**config.mk**
```make
export PLATFORM = sky130hd
export DESIGN_NAME = accel_issue_buffer
export DESIGN_NICKNAME = d
export VERILOG_FILES = /design/src/rtl/ara_pkg.sv /design/src/rtl/accel_issue_fifo.sv /design/src/rtl/accel_issue_buffer.sv
export SDC_FILE = /design/constraint.sdc
export NUM_CORES = 1
export LEC_CHECK = 0
export CORE_MARGIN = 5
export CORE_UTILIZATION = 45
export DETAILED_ROUTE_END_ITERATION = 8
export PLACE_DENSITY = 0.69
export SYNTH_ARGS = -nofsm -noshare
export SYNTH_HDL_FRONTEND = slang
export SYNTH_SLANG_ARGS = --single-unit
```
**constraint.sdc**
```tcl
create_clock -name clk_i -period 7.2 [get_ports clk_i]
set_clock_uncertainty 0.1 [all_clocks]
set_input_delay 1.8 -clock clk_i [delete_from_list [all_inputs] [get_ports clk_i]]
set_output_delay 1.8 -clock clk_i [all_outputs]
set_load 0.02 [all_outputs]
```
**src/rtl/ara_pkg.sv**
```systemverilog
// Shared types for the accelerator issue buffer: the buffered request payload
// and the drain/flush sequencing states.
package ara_pkg;

   localparam int unsigned AccelXlen = 64;

   typedef struct packed {
      logic [31:0]          insn;
      logic [AccelXlen-1:0] rs1;
      logic [AccelXlen-1:0] rs2;
   } accel_issue_payload_t;

   typedef enum logic [1:0] {
      RUN   = 2'd0,
      DRAIN = 2'd1,
      DONE  = 2'd2
   } accel_issue_state_e;

endpackage

```
**src/rtl/accel_issue_fifo.sv**
```systemverilog
// Storage and pointers for the accelerator issue buffer. Callers gate push/pop
// with full/empty; the head entry is presented combinationally on rdata_o.
module accel_issue_fifo
   import ara_pkg::*;
#(
   parameter int unsigned Depth  = 4,
   parameter type         data_t = accel_issue_payload_t
) (
   input  logic  clk_i,
   input  logic  rst_i,
   input  logic  push_i,
   input  data_t wdata_i,
   input  logic  pop_i,
   output data_t rdata_o,
   output logic  full_o,
   output logic  empty_o
);

   localparam int unsigned PtrW = $clog2(Depth);
   localparam int unsigned CntW = PtrW + 1;

   logic [PtrW-1:0] wptr_q, rptr_q;
   logic [CntW-1:0] count_q;
   data_t           mem_q [Depth];

   // NOTE: sequential state uses non-blocking assignments so every register samples pre-edge values.
   always_ff @(posedge clk_i) begin
      if (rst_i) begin
         wptr_q  <= '0;
         rptr_q  <= '0;
         count_q <= '0;
      end else begin
         if (push_i) wptr_q <= wptr_q + 1'b1;
         if (pop_i)  rptr_q <= rptr_q + 1'b1;
         unique case ({push_i, pop_i})
            2'b10:   count_q <= count_q + 1'b1;
            2'b01:   count_q <= count_q - 1'b1;
            default: count_q <= count_q;
         endcase
      end
   end

   // NOTE: the data array has no reset; count_q alone decides which entries are meaningful.
   always_ff @(posedge clk_i) begin
      if (push_i) mem_q[wptr_q] <= wdata_i;
   end

   assign rdata_o = mem_q[rptr_q];
   assign full_o  = (count_q == CntW'(Depth));
   assign empty_o = (count_q == '0);

endmodule

```
**src/rtl/accel_issue_buffer.sv**
```systemverilog
// Decoupling FIFO between an accelerator instruction source and Ara, with
// outstanding tracking, drain/flush sequencing and optional stall counters
// (enabled by defining ACCEL_ISSUE_BUF_PERF_EN).
module accel_issue_buffer
   import ara_pkg::*;
#(
   parameter  int unsigned Depth          = 4,
   parameter  int unsigned XLEN           = AccelXlen,
   parameter  int unsigned MaxOutstanding = 8,
   localparam int unsigned OutW           = $clog2(MaxOutstanding + 1)
) (
   input  logic            clk_i,
   input  logic            rst_i,
   input  logic [31:0]     up_insn_i,
   input  logic [XLEN-1:0] up_rs1_i,
   input  logic [XLEN-1:0] up_rs2_i,
   input  logic            up_valid_i,
   output logic            up_ready_o,
   output logic [31:0]     dn_insn_o,
   output logic [XLEN-1:0] dn_rs1_o,
   output logic [XLEN-1:0] dn_rs2_o,
   output logic            dn_valid_o,
   input  logic            dn_ready_i,
   input  logic            resp_valid_i,
   input  logic [XLEN-1:0] resp_result_i,
   input  logic            resp_error_i,
   output logic            resp_ready_o,
   input  logic            flush_i,
   output logic            flush_done_o,
   output logic [OutW-1:0] outstanding_o,
   output logic            idle_o,
   output logic            error_o
`ifdef ACCEL_ISSUE_BUF_PERF_EN
   ,
   output logic [63:0]     perf_up_stall_o,
   output logic [63:0]     perf_dn_stall_o
`endif
);

   accel_issue_state_e   state_q, state_d;
   logic [OutW-1:0]      out_q, out_d;
   logic                 error_q, error_d;
   logic                 push, pop, full, empty, resp_match;
   accel_issue_payload_t wdata, rdata;

   accel_issue_fifo #(
      .Depth  (Depth),
      .data_t (accel_issue_payload_t)
   ) u_fifo (
      .clk_i   (clk_i),
      .rst_i   (rst_i),
      .push_i  (push),
      .wdata_i (wdata),
      .pop_i   (pop),
      .rdata_o (rdata),
      .full_o  (full),
      .empty_o (empty)
   );

   assign wdata      = '{insn: up_insn_i, rs1: up_rs1_i, rs2: up_rs2_i};
   assign up_ready_o = !full && (state_q == RUN);
   assign push       = up_valid_i && up_ready_o;
   assign dn_valid_o = !empty && (out_q < OutW'(MaxOutstanding));
   assign pop        = dn_valid_o && dn_ready_i;
   // A response with nothing outstanding is a protocol error and must not underflow.
   assign resp_match = resp_valid_i && (out_q != '0);

   // Head data is masked while empty so the unreset array never leaks out.
   assign dn_insn_o = empty ? '0 : rdata.insn;
   assign dn_rs1_o  = empty ? '0 : rdata.rs1;
   assign dn_rs2_o  = empty ? '0 : rdata.rs2;

   // NOTE: every always_comb output gets a default first so no path infers a latch.
   always_comb begin
      state_d = state_q;
      out_d   = out_q;
      error_d = error_q;
      if (resp_valid_i && (resp_error_i || (out_q == '0))) error_d = 1'b1;
      unique case ({pop, resp_match})
         2'b10:   out_d = out_q + 1'b1;
         2'b01:   out_d = out_q - 1'b1;
         default: out_d = out_q;
      endcase
      unique case (state_q)
         RUN:     if (flush_i) state_d = DRAIN;
         DRAIN:   if (empty && (out_q == '0)) state_d = DONE;
         DONE:    state_d = RUN;
         default: state_d = RUN;
      endcase
   end

   always_ff @(posedge clk_i) begin
      if (rst_i) begin
         state_q <= RUN;
         out_q   <= '0;
         error_q <= 1'b0;
      end else begin
         state_q <= state_d;
         out_q   <= out_d;
         error_q <= error_d;
      end
   end

   assign resp_ready_o  = 1'b1;
   assign flush_done_o  = (state_q == DONE);
   assign outstanding_o = out_q;
   assign idle_o        = empty && (out_q == '0) && (state_q == RUN);
   assign error_o       = error_q;

`ifdef ACCEL_ISSUE_BUF_PERF_EN
   logic [63:0] perf_up_q, perf_dn_q;

   always_ff @(posedge clk_i) begin
      if (rst_i) begin
         perf_up_q <= '0;
         perf_dn_q <= '0;
      end else begin
         if (up_valid_i && !up_ready_o) perf_up_q <= perf_up_q + 64'd1;
         if (dn_valid_o && !dn_ready_i) perf_dn_q <= perf_dn_q + 64'd1;
      end
   end

   assign perf_up_stall_o = perf_up_q;
   assign perf_dn_stall_o = perf_dn_q;
`endif

endmodule

```
# ---- Yosys cells after proc, flatten, opt, wreduce, memory -nomap -nowiden
# Memories as Yosys holds them, arrays and structs flattened. A register that Yosys moved wholly into a read port is not among the register bits.
# Index checks and enable logic that the tools add are counted.
dict set report word_totals {
  ff_bits 14
  latch_bits 0
  ram_bits 640
  mem_bits_ro 0
  inputBits 231
  elab_cells 53
  mem_count 1
}
# memory words width rd rd_clocked_by_memory_dff wr line
set memory_table {}
lappend memory_table {u_fifo.mem_q 4 160 1 1 1 accel_issue_fifo.sv:24} ;# data_t mem_q [Depth];
dict set report classes {
  addsub 6
  mul 0
  div 0
  n_lt_le_gt_ge 1
  n_eq_ne 9
  n_shift 0
  muxes 12
  n_bitwise 0
  reduce_logical 18
}
# operator n
set op_table {}
lappend op_table {{$mux 64} 2}
lappend op_table {{$mux 32} 1}
lappend op_table {{$logic_and 1x1->1} 8}
lappend op_table {{$mux 2} 4}
lappend op_table {{$pmux 4 s2} 1}
lappend op_table {{$eq 2x1->1 const B} 3}
lappend op_table {{$eq 2x2->1 const B} 3}
lappend op_table {{$pmux 3 s2} 1}
lappend op_table {{$add 2x1->2 const B} 2}
lappend op_table {{$add 4x1->4 const B} 1}
lappend op_table {{$logic_not 4->1} 1}
lappend op_table {{$lt 4x4->1 const B} 1}
lappend op_table {{$ne 2x2->1 const B} 2}
lappend op_table {{$pmux 2 s2} 1}
lappend op_table {{$reduce_bool 2->1} 2}
lappend op_table {{$reduce_bool 4->1} 1}
lappend op_table {{$sub 4x1->4 const B} 1}
lappend op_table {{$add 3x1->3 const B} 1}
lappend op_table {{$eq 3x3->1 const B} 1}
lappend op_table {{$logic_not 3->1} 1}
lappend op_table {{$sub 3x1->3 const B} 1}
lappend op_table {{$logic_not 1->1} 2}
lappend op_table {{$logic_not 2->1} 1}
lappend op_table {{$mux 1} 2}
lappend op_table {{2 further kinds} 2}

# ---- Longest topological paths before layout
dict set report depth {
  word_depth 6
  ltp_mapped 11
  mapped_depth_nobuf 10
}

# ---- Hierarchy
# Synthesis repeated with hierarchy kept, for this count alone.
dict set report unflattened {
  hier_cells 1111
  hier_area_um2 24994.0
}
# module n_inst cells_each area_per_inst_um2 seq_area_each_um2
set modules_own_cells {}
lappend modules_own_cells {accel_issue_fifo 1 883 23497.5 19398.6}
lappend modules_own_cells {accel_issue_buffer 1 228 1496.4 140.1}

# ---- Least setup slack after synthesis
# No wires, ideal clock.
dict set report synth_path {
  path_type {input to register}
  from {in up_valid_i}
  to {mem u_fifo.mem_q[1][0] in the netlist's numbering, enable pin}
  t_arrival_ps 5823
  path_slack_ps 738
  cell_stages 3
  n_path_buf 0
  cell_sequence {inv_1 a211oi_4 and2_1}
}
dict set report synth_via {
  elab_chain_cells 3
}
# element line
set synth_rtl {}
lappend synth_rtl {{from (decl)} accel_issue_buffer.sv:17} ;# input logic up_valid_i,
lappend synth_rtl {{$logic_and 1x1->1} accel_issue_buffer.sv:62} ;# assign push = up_valid_i && up_ready_o;
lappend synth_rtl {{$mux 1} accel_issue_fifo.sv:45} ;# if (push_i) mem_q[wptr_q] <= wdata_i;
lappend synth_rtl {{$mux 1 (not written as such)} accel_issue_fifo.sv:45}
lappend synth_rtl {{to (decl)} accel_issue_fifo.sv:24}
# Every way passes these cells.

==> impl_metrics.env <==
export IMPL_rows=86
export IMPL_grt_usage=0.172
export IMPL_peakVddDrop_mv=0.258
export IMPL_cts_setup_buffers=0
export IMPL_totalWireLength_um=52000
export IMPL_htree_levels=3
export IMPL_synth_distinct_cells=31
export IMPL_pwr_share_seq=0.390
export IMPL_ys_seq_elements=656
export IMPL_max_cap_viol_count=0
export IMPL_grt_pass1_wl_um=78900
export IMPL_crit_family="buffers and inverters"
export IMPL_cts_resized_gates=0
export IMPL_worst_slack_ps=1920
export IMPL_switching_share=0.310
export IMPL_die_h_um=246
export IMPL_worstSetupEndpointType="output pin"
export IMPL_postSynthAreaPerCell_sq_um=22.5
export IMPL_netlist_instances=1112
export IMPL_grt_max_degree=69
export IMPL_max_clock_freq_ghz=0.189
export IMPL_antenna_found_initial=8
export IMPL_root_buffer="clkbuf_16"
export IMPL_pwr_share_clk=0.261
export IMPL_core_sq_mm=0.0551
export IMPL_setup_worst_path_class="reg2out"
export IMPL_dp_hpwl_um=30600
export IMPL_cts_buffers=68
export IMPL_crit_chain="buf_12 > mux4_2 > nor2b_1 > clkdlybuf4s50_1"
export IMPL_place_ws_ps=2380
export IMPL_ys_seq_area_frac=0.781
export IMPL_gp_congestion=0.732
export IMPL_grt_pass1_vias=12700
export IMPL_finalMaxSlewViolations=0
export IMPL_cts_sink_count=656
export IMPL_min_path_type="reg2reg"
export IMPL_min_period_ps=5280
export IMPL_vias=11900
export IMPL_port_buffers=335
export IMPL_synth_flop_cell="edfxtp_1"
export IMPL_critPathMaxFanout=56
export IMPL_arrival_ps=3380
export IMPL_cp_slowest_cell="dfxtp_4"
export IMPL_timing_setup_tns_ps=0
export IMPL_grt_overflow=0
export IMPL_synthTopCellsByArea="edfxtp_1, mux4_2, nor2b_1"
export IMPL_area_growth_pct=25.6
export IMPL_hold_violations=0
export IMPL_via_per_inst=5.22
export IMPL_yosys_area_top_type="edfxtp_1"
export IMPL_drt_iter0_drc=678
export IMPL_syn_nets=1352
export IMPL_setup_viol=0
export IMPL_worst_path_buf_inv=2
export IMPL_synth_edf_count=640
export IMPL_relSlewSlack=0.391
export IMPL_cts_tree="built"
export IMPL_p_leak_nw=9.77
export IMPL_start_util=0.454
export IMPL_drc=0
export IMPL_period_share=0.734
export IMPL_synth_top_area_share=0.769
export IMPL_layout_drive_gt1_share=0.183
export IMPL_drtAntennaViolNets=0
export IMPL_final_nets=1722
export IMPL_critical_path_startpoint_type="flip-flop"
export IMPL_boundaryPins=401
export IMPL_p_int_w=0.00889
export IMPL_power_density_mw_per_mm2=410
export IMPL_combPwrFrac=0.349
export IMPL_clk_latency_ps=590
export IMPL_p_sw_w=0.00399
export IMPL_clock_path_buffers=3
export IMPL_firstDrtPassIters=4
export IMPL_async_reset_ff_frac=0
export IMPL_syn_area_sq_mm=0.0250
export IMPL_die_area_sq_mm=0.0604
export IMPL_postCtsHoldBufs=0
export IMPL_status="completed"
export IMPL_required_ps=5300
export IMPL_tightest_slew_ps=913
export IMPL_final_core_util=0.570
export IMPL_ys_warn_count=0
export IMPL_wl_per_cell_um=22.7
export IMPL_fp_dieW_um=246
export IMPL_rsz0062_at_grt="false"
export IMPL_crit_path_max_incr_delay_ps=930
export IMPL_fillers=4151
export IMPL_clk_pin_slew_worst_paths_ps=60
-- per-layer routing --
layer,part of all wire,track usage
met5,0.0012,0
met4,0.016,0.0473
met2,0.48,0.266
met3,0.094,0.0685
met1,0.41,0.231
-- synthesized netlist by cell type, types with 5 or more instances --
cell type and instances:
mux4_2 160, xor2_1 5, dfxtp_1 16, nor2b_1 166, nor2_1 14, a21oi_1 7, buf_2 19, ha_1 8
inv_1 9, edfxtp_1 640, buf_6 11, clkbuf_1 25
-- through the flow --
stage	area (sq um)	power, W	std cells	hold slack, ps
final	31400	0.0129	2287	349
after global routing	31400	0.0135	2282	370
after CTS	31400	0.0131	2282	353
after detailed placement	29300	0.00969	2160	343
after global placement	29300	0.00965	2160	343
after floorplan	25000	0.00777	1112	328
-- final timing paths --
kind,start,to,slack (ps),depth (start not counted)
worst max-delay path,flip-flop,dn_rs1_o[30],1920,4
worst min-delay path,error_o$_SDFFE_PP0P_,error_o$_SDFFE_PP0P_,350,2
worst max register to register,state_q[1]$_SDFFE_PP0P_,u_fifo.mem_q[1][74]$_DFFE_PP_,4100,4
worst min register to register,error_o$_SDFFE_PP0P_,error_o$_SDFFE_PP0P_,350,2
-- sequential cells by signal, indices dropped and copies added (netlist names), named ones only --
| signal | cells |
|---|---|
| error_o | 1 |
| outstanding_o | 4 |
| state_q | 2 |
| u_fifo.count_q | 3 |
| u_fifo.mem_q | 640 |
| u_fifo.rptr_q | 2 |
| u_fifo.wptr_q | 2 |
-- tightest hold or removal path, delay by kind of cell (launching register included) --
| family | cells | cell delay (ps) |
|---|---|---|
| DFF | 1 | 310 |
| buffers and inverters | 1 | 50 |
| AOI/OAI and AO/OA | 1 | 50 |
-- power groups by stage --
stage	Clock (W)	Sequential (W)	Combinational (W)
2_1_floorplan	0	0.00509	0.00268
3_3_place_gp	0	0.00507	0.00458
3_5_place_dp	0	0.00511	0.00458
4_1_cts	0.00346	0.00503	0.00461
5_1_grt	0.00363	0.00507	0.00481
6_report	0.00336	0.00502	0.00449
-- area by class of cell --
class | count | area [sq um] | share of cell area
repair buffers | 356 | 3620 | 0.115
diodes | 5 | 12.5 | 0.000398
clock buffers | 89 | 1820 | 0.0580
flip-flops and latches | 656 | 19500 | 0.622
clock inverters | 33 | 310 | 0.00988
inverters | 9 | 33.8 | 0.00108
multi-input cells | 391 | 5120 | 0.163
well taps | 748 | 936 | 0.0298
-- cells by family after synthesis --
| logic type | count (synthesis) | synth area share |
|---|---|---|
| DFF | 656 | 0.781 |
| other | 1 | 0.000150 |
| muxes | 163 | 0.145 |
| xor gates and xnor gates | 8 | 0.00280 |
| AOI/OAI and AO/OA | 14 | 0.00360 |
| and+or+nand+nor | 196 | 0.0476 |
| adders and majority gates | 9 | 0.00480 |
| buffers and inverters | 65 | 0.0142 |
-- placed cells by master (no fill, tap or decap), types with 2 or more instances in the layout --
| master | count |
|---|---|
| edfxtp_1 | 640 |
| buf_4 | 12 |
| o21ai_0 | 4 |
| clkinv_1 | 15 |
| clkdlybuf4s50_1 | 335 |
| buf_12 | 9 |
| clkbuf_16 | 70 |
| mux2i_1 | 2 |
| dfxtp_1 | 14 |
| xor2_1 | 5 |
| clkinv_2 | 4 |
| inv_1 | 9 |
| xnor2_1 | 3 |
| nor2_1 | 14 |
| or3_1 | 3 |
| inv_6 | 6 |
| ha_1 | 8 |
| diode_2 | 5 |
| nor2b_1 | 166 |
| clkbuf_1 | 19 |
| dfxtp_4 | 2 |
| and2_4 | 4 |
| bufinv_16 | 5 |
| mux4_2 | 160 |
| a21oi_1 | 7 |
| nand2_1 | 2 |
| clkinvlp_4 | 2 |
Power figures use the tool's default switching activity.
==> RTL change: new RTL, same flow settings <==
Set the parameter `MaxOutstanding` to 4 (it was 8).
--- a/src/rtl/accel_issue_buffer.sv
+++ b/src/rtl/accel_issue_buffer.sv
@@ -6,7 +6,7 @@
 #(
    parameter  int unsigned Depth          = 4,
    parameter  int unsigned XLEN           = AccelXlen,
-   parameter  int unsigned MaxOutstanding = 8,
+   parameter  int unsigned MaxOutstanding = 4,
    localparam int unsigned OutW           = $clog2(MaxOutstanding + 1)
 ) (
    input  logic            clk_i,
Ports: changed (resized outstanding_o); port bits go from 401 to 400. The function was not compared with the original's and may differ.
==> RTL change against the unedited design <==
  * Fmax increased by 1.5%
  * Core utilization is 0.086 points lower
  * Synthesized area down 0.24%
  * Sequential cell count decreased by 1
  * Combinational power is 14% lower
  * Die area down 0.23%
  * Worst setup slack improved by 76 ps
  * Wire length down 0.93%
  * Power shrank 5.8%
  * Final area decreased by 0.35%
==> RTL change: results (changes against the unedited design) <==
initial antenna violation count 7 (-1); number of synthesized flops with an enable pin 640 (unchanged); Clock Pin Slew Worst Setup and Hold Paths 60 ps (about the same); vias in the first global route 12574 (-0.87%); share of cells above drive strength 1 0.1850 (+0.002461); met3 routed WL 4155 um (-15%); Hold WC Path Type flip-flop to flip-flop; pin count of the biggest net entering global routing 78 (+13%); post-synthesis sequential area ratio 0.7825 (+0.001040); Routability Congestion 0.7049 (-3.7%); PostCTS Resize Cnt 0 (unchanged); pre-CTS setup slack 2387 ps (+7.280 ps); dpl cells 2148 (-0.56%); leakage 9.715 nW (-0.57%); Post-DP HPWL 30260 um (-1.2%); via count 11824 (-0.88%); First DRT Iteration DRCs 604 (-11%); crit path max fanout 32 (-43%); top layer reached by signal wires met5; Top reg by flops u_fifo.mem_q; routed length on met2 25310 um (+1.6%); Yosys cell types 30 (-3.2%); gr usage total 0.1687 (-0.003460); number of buffers created by CTS 69 (+1.5%); slew at the pin with the worst max-slew slack 1009 ps (+95.79 ps); drt pass-1 iters 5 (+1); DRT met1 WL 21160 um (-0.73%); Synth area leaders edfxtp_1, mux4_2, nor2b_1; top_reg_cell synth edfxtp_1; # nets final 1710 (-0.70%); first-pass GRT wire length 77270 um (-2.1%); Synth top cells by count edfxtp_1, nor2b_1, mux4_2; number of port buffers 334 (-0.30%); WL per Instance 22.70 um (-0.23%); H-tree depth 3 (unchanged); number of flip-flops in the largest register 640 (unchanged); status finished clean; peak supply drop 225.0 uV (-13%); Synth Area per Inst 22.59 um2 (+0.49%); Via density 5.207 (-0.18%); syn_nets 1343 (-0.67%)
## RTL change: final cells by class
class / instances / area, um2
clock inverters: 29 / 274.0
clock buffers: 90 / 1868
diodes: 4 / 10.01
repair buffers: 352 / 3566
inverters: 11 / 41.29
fillers: 4051 / 23680
well taps: 748 / 935.9
flip-flops and latches: 655 / 19530
multi-input cells: 382 / 5080
## RTL change: kinds of logic (layout without fill, tap and decap cells)
group,after synthesis,in the layout,synth area share
AOI/OAI and AO/OA,12,12,0.002559
xor gates and xnor gates,4,4,0.001404
adders and majority gates,8,8,0.004615
buffers and inverters,67,482,0.01450
DFF,655,655,0.7825
muxes,164,164,0.1462
other,1,5,0.0001503
and+or+nand+nor,193,193,0.04805
## RTL change: worst max-delay path, stage by stage (launching register included)
cell	delay (ps)
dfxtp_4	830
buf_4	510
mux4_2	570
nor2b_1	150
clkdlybuf4s50_1	650
## RTL change: routing by layer
metal	track usage	up-vias
met3	0.05467	75
met1	0.2252	6205
met5	0	-
li1	-	5233
met4	0.04562	6
met2	0.2719	305
## RTL change: power breakdown
group,internal [mW],switching (mW)
sequential,4.72,0.179
combinational,1.87,2.01
clock,1.97,1.38
## RTL change: final timing paths
| path | from | endpoint | slack (ps) | depth (start not counted) |
|---|---|---|---|---|
| setup / recovery | flip-flop | dn_rs1_o[54] | 1990 | 4 |
| hold / removal | error_o | error_o | 360 | 2 |
| setup reg to reg | u_fifo.count_q[0] | u_fifo.mem_q[3][63] | 4150 | 4 |
| hold reg to reg | error_o | error_o | 360 | 2 |
## RTL change: stage by stage
step,cell area (um2),util
2_1_floorplan,24940,-
3_3_place_gp,29150,0.5301
3_5_place_dp,29150,0.5301
4_1_cts,31290,0.5691
5_1_grt,31290,0.5691
6_report,31300,0.5693
